==> src/rtl/pipeline_ctrl_pkg.sv <==
// Shared definitions for the pipeline sequencing controller: state encodings,
// default parameter values and the zero-fill helper macro.
`ifndef PIPELINE_CTRL_PKG_SV
`define PIPELINE_CTRL_PKG_SV

`define CLEAR(width) {(width){1'b0}}

package pipeline_ctrl_pkg;

   localparam int DEFAULT_REG_ADDR_SIZE    = 5;
   localparam int DEFAULT_CYCLE_COUNT_SIZE = 32;
   localparam int DEFAULT_DRAIN_CYCLES     = 4;

   localparam logic [2:0] S_IDLE      = 3'd0;
   localparam logic [2:0] S_RUN       = 3'd1;
   localparam logic [2:0] S_STEP_WAIT = 3'd2;
   localparam logic [2:0] S_STEP_EXEC = 3'd3;
   localparam logic [2:0] S_DRAIN     = 3'd4;
   localparam logic [2:0] S_HALTED    = 3'd5;

   typedef enum logic [2:0] {
      ST_IDLE      = S_IDLE,
      ST_RUN       = S_RUN,
      ST_STEP_WAIT = S_STEP_WAIT,
      ST_STEP_EXEC = S_STEP_EXEC,
      ST_DRAIN     = S_DRAIN,
      ST_HALTED    = S_HALTED
   } state_t;

   // Any state in which the debug unit should see the core as active.
   function automatic logic is_running(state_t s);
      return (s == ST_RUN) || (s == ST_STEP_WAIT) || (s == ST_STEP_EXEC) || (s == ST_DRAIN);
   endfunction

endpackage

`endif

==> src/rtl/pipeline_ctrl_hazard_detect.sv <==
// Load-use hazard comparator: the IF/ID instruction reads a register that the
// load currently in ID/EX has not yet written.
module hazard_detect
   import pipeline_ctrl_pkg::*;
#(
   parameter int REG_ADDR_SIZE = DEFAULT_REG_ADDR_SIZE
) (
   input  logic                     i_id_ex_mem_read,
   input  logic [REG_ADDR_SIZE-1:0] i_id_ex_rt,
   input  logic [REG_ADDR_SIZE-1:0] i_if_id_rs,
   input  logic [REG_ADDR_SIZE-1:0] i_if_id_rt,
   output logic                     o_stall
);

   // Register 0 is hardwired to zero, so a load targeting it never creates a dependency.
   assign o_stall = i_id_ex_mem_read
                 && (i_id_ex_rt != `CLEAR(REG_ADDR_SIZE))
                 && ((i_id_ex_rt == i_if_id_rs) || (i_id_ex_rt == i_if_id_rt));

endmodule

==> src/rtl/pipeline_ctrl.sv <==
// Sequencing controller for the 5-stage pipeline: run/single-step execution,
// load-use stall, taken-branch flush and HALT drain.
module pipeline_ctrl
   import pipeline_ctrl_pkg::*;
#(
   parameter int REG_ADDR_SIZE    = DEFAULT_REG_ADDR_SIZE,
   parameter int CYCLE_COUNT_SIZE = DEFAULT_CYCLE_COUNT_SIZE,
   parameter int DRAIN_CYCLES     = DEFAULT_DRAIN_CYCLES
) (
   input  logic                        i_clk,
   input  logic                        i_reset,
   input  logic                        i_start,
   input  logic                        i_step_mode,
   input  logic                        i_step,
   input  logic                        i_halt_in_id,
   input  logic                        i_branch_taken,
   input  logic                        i_id_ex_mem_read,
   input  logic [REG_ADDR_SIZE-1:0]    i_id_ex_rt,
   input  logic [REG_ADDR_SIZE-1:0]    i_if_id_rs,
   input  logic [REG_ADDR_SIZE-1:0]    i_if_id_rt,
   output logic                        o_pc_enable,
   output logic                        o_if_id_enable,
   output logic                        o_if_id_flush,
   output logic                        o_id_ex_bubble,
   output logic                        o_stage_enable,
   output logic                        o_running,
   output logic                        o_halted,
   output logic [CYCLE_COUNT_SIZE-1:0] o_cycles
);

   localparam int                DRAIN_W    = $clog2(DRAIN_CYCLES + 1);
   localparam logic [DRAIN_W-1:0] DRAIN_LOAD = DRAIN_W'(DRAIN_CYCLES - 1);

   state_t             state, next_state;
   logic [DRAIN_W-1:0] drain_cnt, drain_next;
   logic               load_use_stall;

   hazard_detect #(
      .REG_ADDR_SIZE (REG_ADDR_SIZE)
   ) u_hazard_detect (
      .i_id_ex_mem_read (i_id_ex_mem_read),
      .i_id_ex_rt       (i_id_ex_rt),
      .i_if_id_rs       (i_if_id_rs),
      .i_if_id_rt       (i_if_id_rt),
      .o_stall          (load_use_stall)
   );

   always_comb begin
      // NOTE: every output of this block gets a default first, so no path leaves one unassigned and no latch is inferred.
      next_state     = state;
      drain_next     = drain_cnt;
      o_pc_enable    = 1'b0;
      o_if_id_enable = 1'b0;
      o_if_id_flush  = 1'b0;
      o_id_ex_bubble = 1'b0;
      o_stage_enable = 1'b0;

      case (state)
         ST_IDLE: begin
            if (i_start) next_state = i_step_mode ? ST_STEP_WAIT : ST_RUN;
         end
         ST_STEP_WAIT: begin
            if (i_step) next_state = ST_STEP_EXEC;
         end
         ST_RUN, ST_STEP_EXEC: begin
            o_pc_enable    = 1'b1;
            o_if_id_enable = 1'b1;
            o_stage_enable = 1'b1;
            if (state == ST_STEP_EXEC) next_state = ST_STEP_WAIT;
            // Halt outranks the stall so the HALT itself always reaches ID/EX and drains.
            if (i_halt_in_id) begin
               o_pc_enable   = 1'b0;
               o_if_id_flush = 1'b1;
               next_state    = ST_DRAIN;
               drain_next    = DRAIN_LOAD;
            end else if (load_use_stall) begin
               o_pc_enable    = 1'b0;
               o_if_id_enable = 1'b0;
               o_id_ex_bubble = 1'b1;
            end else if (i_branch_taken) begin
               o_if_id_flush = 1'b1;
            end
         end
         ST_DRAIN: begin
            o_stage_enable = 1'b1;
            if (drain_cnt == `CLEAR(DRAIN_W)) next_state = ST_HALTED;
            else                              drain_next = drain_cnt - 1'b1;
         end
         default: ;
      endcase
   end

   always_ff @(posedge i_clk or posedge i_reset) begin
      if (i_reset) begin
         state     <= ST_IDLE;
         drain_cnt <= `CLEAR(DRAIN_W);
         o_running <= 1'b0;
         o_halted  <= 1'b0;
         o_cycles  <= `CLEAR(CYCLE_COUNT_SIZE);
      end else begin
         // NOTE: non-blocking assignments so every register samples pre-edge values, independent of statement order.
         state     <= next_state;
         drain_cnt <= drain_next;
         o_running <= is_running(next_state);
         o_halted  <= (next_state == ST_HALTED);
         if (o_stage_enable && (o_cycles != {CYCLE_COUNT_SIZE{1'b1}}))
            o_cycles <= o_cycles + 1'b1;
      end
   end

endmodule

==> config.mk <==
export PLATFORM = sky130hd
export DESIGN_NAME = pipeline_ctrl
export DESIGN_NICKNAME = d
export VERILOG_FILES = /design/src/rtl/pipeline_ctrl_pkg.sv /design/src/rtl/pipeline_ctrl_hazard_detect.sv /design/src/rtl/pipeline_ctrl.sv
export SDC_FILE = /design/constraint.sdc
export NUM_CORES = 1
export LEC_CHECK = 0
export ABC_AREA = 1
export BUFFER_PORTS_ARGS = -buffer_cell sky130_fd_sc_hd__buf_2
export CORE_MARGIN = 5
export CORE_UTILIZATION = 35
export CTS_BUF_LIST = sky130_fd_sc_hd__clkbuf_4
export DETAILED_ROUTE_END_ITERATION = 7
export GPL_ROUTABILITY_DRIVEN = 0
export PLACE_DENSITY_LB_ADDON = 0.15
export SYNTH_ARGS = -nofsm -noshare
export SYNTH_HDL_FRONTEND = slang
export SYNTH_SLANG_ARGS = --single-unit
==> constraint.sdc <==
create_clock -name i_clk -period 3.75 [get_ports i_clk]
set_input_delay 0.375 -clock i_clk [delete_from_list [all_inputs] [get_ports i_clk]]
set_output_delay 0.375 -clock i_clk [all_outputs]
set_load 0.02 [all_outputs]
Yosys cells after proc, flatten, opt, wreduce, memory -nomap -nowiden

Cells that the tools add are included.

Bitwise gates (word level): 0
$lt $le $gt $ge: 0
Shift-type cells: 0
Equality and inequality tests: 14
Divide/modulo/power cells: 0
Add/sub/neg operators: 2
Reduce and logical (&&, ||, !) cells: 14
Muxes and demuxes: 23
Multipliers: 0

Operator list:

| operator                                                               | count |
|---|---|
| 32-bit by 1-bit adder with 32-bit output (second input constant)       | 1 |
| 32-bit inequality test (second input constant)                         | 1 |
| 3-bit two-way mux                                                      | 7 |
| 1-bit two-way mux                                                      | 13 |
| 3-bit by 2-bit equality test with 1-bit output (second input constant) | 4 |
| 3-bit case mux with 4 select lines                                     | 1 |
| 5-bit equality test                                                    | 2 |
| 3-bit equality test (second input constant)                            | 3 |
| 3-bit by 1-bit equality test with 1-bit output (second input constant) | 2 |
| 3-bit zero test                                                        | 2 |
| 3-bit case mux with 2 select lines                                     | 1 |
| 5-bit nonzero test                                                     | 1 |
| 1-bit logical OR                                                       | 4 |
| 2-bit inequality test (second input constant)                          | 2 |
| 1-bit logical AND                                                      | 3 |
| 3-bit AND reduction                                                    | 1 |
| 3-bit OR reduction                                                     | 1 |
| 3-bit by 1-bit subtractor with 3-bit output (second input constant)    | 1 |
| 2-bit two-way mux                                                      | 1 |
| 2-bit nonzero test                                                     | 1 |
| 2-bit OR reduction                                                     | 1 |

Memory bits (read-only): 0
Output and inout bits: 39
Latch bits: 0
Register bits after elaboration: 40
Bits of input ports: 23
Memories kept: 0
Memory bits (writable): 0

Depth between registers and ports, before layout

Depth after elaboration: 8
Depth in mapped cells: 11

Hierarchy

A second synthesis with hierarchy kept.

Cell total of the unflattened synthesis: 445
Area, all modules: 2849.0 um2

By module, submodules not included:

| module        | cells each | area an instance (um2) | seq. area each (um2) | instances |
|---|---|---|---|---|
| pipeline_ctrl | 400        | 2653.8                 | 1001.0               | 1 |
| hazard_detect | 45         | 195.2                  | 0.0                  | 1 |

Worst setup path after synthesis

Ideal clock, no wire load.

Path kind: register to register
Start point: reg o_cycles[0]
End point: reg o_cycles[23]
Setup slack: 1.936 ns
Setup time: 0.117 ns
Cell stages (with the launch flop): 12
Buffers on the path: 1
Arrival time: 1.697 ns
Cell sequence: dfrtp_1 > ha_1 > inv_2 > nor2_4 > nand2_4 > nor2_4 > nand3_4 > nand2_8 > inv_4 > buf_6 > nand2_1 > nand2_1

Word-level cells in the longest chain between the ends: 2
Elaborated cells on any way between the ends: 3

Ends and longest elaborated chain:

| what                                                                                             | RTL line             | source |
|---|---|---|
| start, declared                                                                                  | pipeline_ctrl.sv:28  | `output logic [CYCLE_COUNT_SIZE-1:0] o_cycles` |
| start signal, assigned                                                                           | pipeline_ctrl.sv:99  | `` o_cycles <= `CLEAR(CYCLE_COUNT_SIZE); `` |
| start signal, assigned                                                                           | pipeline_ctrl.sv:107 | `o_cycles <= o_cycles + 1'b1;` |
| parallel branches: the longest is 2 deep, another holds 32-bit by 1-bit adder with 32-bit output | -                    |  |

Several ways; the timed one is not identified.
A chain may end at the register's enable or synchronous reset.

Final worst setup path

Start point: reg o_cycles[0]
End point: reg o_cycles[27]

The elaborated chain is that of the path after synthesis.

==> flow_metrics.py <==
metrics = {
    "run_status": {
        "outcome": "finished clean",
    },
    "setup_path": {
        "critical_path_class": "reg -> reg",
        "timing.critical_path.mode_cell": "nor2_4",
        "crit_path_cell_trace": "ha_1 > inv_2 > nor2_4 > nand2_4 > nor2_4 > nand3_4 > nand2_8 > inv_4 > o21ai_0 > nand2_1",
        "critPathLaunchType": "flip-flop",
        "r2r-start": "o_cycles[0]",
        "required_ns": 3.99,
        "r2r_setup_slack_ns": 1.75,
        "worstRegToRegCells": 10,
        "crit_path_top_delay_cell": "dfrtp_1",
        "critical_path_peak_fanout": 35,
        "reg2reg_to": "o_cycles[27]",
        "arrival_time_at_the_worst_endpoint_ns": 2.24,
        "timing.critical_path.slowest_cell_delay_ns": 0.44,
        "endpoint_kind": "flip-flop",
    },
    "die": {
        "floorplan.rows": 32,
        "core_um2": 7730,
        "floorplan.initialDensity_pct": 35.8,
        "die-area_um2": 9790,
        "die-width_um": 99.0,
        "pin_count": 62,
        "die_h_um": 99.0,
    },
    "place": {
        "placement.io_buffers": 61,
        "dp_hpwl_um": 5470,
        "placed_inst_area_um2": 3160,
        "dp_slack_ns": 1.76,
    },
    "sta": {
        "timing.max_slew.rel_slack_pct": 64.4,
        "setup_viol": 0,
        "timing.final.crit_period_ns": 2.00,
        "fmax_ghz": 0.501,
        "final_min_period_over_clock_period_pct": 53.2,
        "setup_ws_ns": 1.75,
        "setup_repair_after_global_routing_missed_its_margin": "false",
        "final-hold-violation-count": 0,
        "finClkSkew_ns": 0.00817,
        "timing_max_transition_violations_final": 0,
        "setup_tns_ns": 0,
        "worst_slew_pin_slew_ns": 0.534,
    },
    "finish": {
        "layout.nets": 515,
        "area.growth.synth_to_final_pct": 16.0,
        "utilization_pct": 41.6,
        "final_layout_size_suffix_gt1_share_pct": 16.7,
        "stdcell_area_um2": 3210,
        "ant_diodes": 0,
    },
    "power_and_ir_drop": {
        "total_leakage_power_uw": 0.00172,
        "ir_worst_vdd_v": 0.000207,
        "power-per-cell-area_nw_per_um2": 371,
    },
    "clocking": {
        "cts_inserted_buffers": 5,
        "cts.hold.buffers_added": 0,
        "cts-root-buf": "clkbuf_4",
        "clock-sinks": 40,
        "postCtsSetupRepairBufs": 0,
        "ctsLongestPathBuffers": 2,
        "cts.htree.levels": 2,
        "clock_latency_ns": 0.35,
        "cts_tree": "done",
        "post_cts_resize_count": 0,
        "worst_setup_hold_path_clk_slew_ns": 0.11,
    },
    "grt": {
        "grt_busiest_layer": "met2",
        "grt_first_pass_wirelength_um": 12000,
        "initial_antenna_violation_count": 0,
        "largest_net_degree_at_the_start_of_global_routing": 41,
        "globalRouteTotalUtil_pct": 14.9,
        "via_count_of_the_first_global_routing_pass": 2560,
        "globalRouteOverflowTotal": 0,
        "met2_routing_resource_usage_after_global_routing_pct": 24.7,
        "met3_usage_pct": 3.82,
        "globalRouteMet1Util_pct": 19.0,
    },
    "logic_synthesis": {
        "post_synth_most_frequent_cells": "nand2_1 (192), nor2_1 (59), inv_1 (42)",
        "syn_nets": 451,
        "synth_seq_cells": 40,
        "synthTopCellsByArea": "dfrtp_1 (36%), nand2_1 (26%), nor2_1 (8.0%)",
        "synth.lib_cells_used.distinct": 29,
        "number_of_flops_mapped_to_enable_cells_by_yosys": 0,
        "synth.avg_cell_area_um2": 6.52,
        "async_flop_share_pct": 100,
        "synth_warnings": 0,
        "yosys.cell_count.top_type": "nand2_1",
        "netlist_instances": 425,
        "synth_area_leader_cell": "dfrtp_1",
        "synth_largest_type_area_fraction_pct": 36.1,
        "synth_seq_area_share_pct": 36.1,
        "syn-cell-area_um2": 2770,
        "yosys_most_used_dff": "dfrtp_1",
    },
    "routing": {
        "routed_wirelength_um": 6900,
        "initial_detailed_routing_violation_count": 109,
        "drc_errors": 0,
        "dr_vias": 2694,
        "detail_route.first_pass.iterations": 4,
        "wl_per_cell_um": 11.7,
        "final_antenna_net_count": 0,
        "vias_per_cell": 4.55,
    },
    "job": {
        "max_cap_viol_count": 0,
    },
    "min_path": {
        "min_path_type": "in -> async",
    },
}
## critical path: cells and delay by family (launching register included)
kind	cells	cell delay, ns
AO/OA/AOI/OAI	1	0.10
adder cells (fa/ha/maj)	1	0.29
buffers and inverters	2	0.22
flip-flops	1	0.44
AND/OR/NAND/NOR	6	0.83
## worst max-delay path by stage
stage | start | endpoint | slack, ns | depth (start not counted)
final | o_cycles[0] | o_cycles[27] | 1.75 | 10
after floorplan | o_cycles[0] | o_cycles[23] | 1.94 | 11
after global routing | o_cycles[0] | o_cycles[29] | 1.52 | 10
after CTS | o_cycles[0] | o_cycles[29] | 1.73 | 10
after global placement | o_cycles[0] | o_cycles[29] | 1.82 | 10
after detailed placement | o_cycles[0] | o_cycles[29] | 1.76 | 10
## cell usage in the layout, fill, tap and decap left out, types with 2 or more instances in the layout
cell type	count
nand2_1	192
buf_2	61
nor2_1	59
inv_1	42
dfrtp_1	40
nand3_1	14
xor2_1	10
o21ai_0	9
xnor2_1	8
nand3b_1	7
clkbuf_4	7
nand4_1	6
a21oi_1	6
o21ai_1	4
nor3_1	3
ha_1	3
nor2_2	2
inv_2	2
nor2_4	2
nor3_2	2
clkinv_1	2
## per-stage QoR
stage	cells	hold WS, ns	power, uW
after global placement	584	0.466	981
after detailed placement	584	0.470	988
after global routing	592	0.165	1310
after floorplan	425	0.452	905
final	592	0.140	1190
after CTS	592	0.139	1220
## cell type report
cell class,count,area (um^2)
sequential,40,1000
fill,834,4510
clock inverter,1,3.75
inverter,46,175
timing repair buffer,62,313
clock buffer,7,52.6
multi-input combinational,334,1540
tap,102,128
## state kept, by name (all words and copies together), names as in the netlist
register / cells
o_cycles: 32
o_halted: 1
o_running: 1
state: 3
drain_cnt: 3
## routing by layer
metal,share of wire [%],vias to the layer above
met2,46,52
met3,5.2,10
met1,47,1199
met5,0,-
met4,1.5,0
li1,-,1433
## kinds of logic (layout without fill, tap and decap cells)
logic type	count (synthesis)	in the layout	synth area share, %
AOI/OAI and AO/OA	22	22	4.25
xor gates and xnor gates	18	18	5.69
adders and majority gates	3	3	1.36
buffers and inverters	51	116	8.22
DFF	40	40	36.1
and+or+nand+nor	291	291	44.4
## report_power, final
group          internal, uW  switching (uW)  leakage [uW]
Clock                  86.7             137     0.0000338
Sequential              489            54.1      0.000533
Combinational           132             294       0.00115
Note: power is estimated with default switching activity, not from simulation.
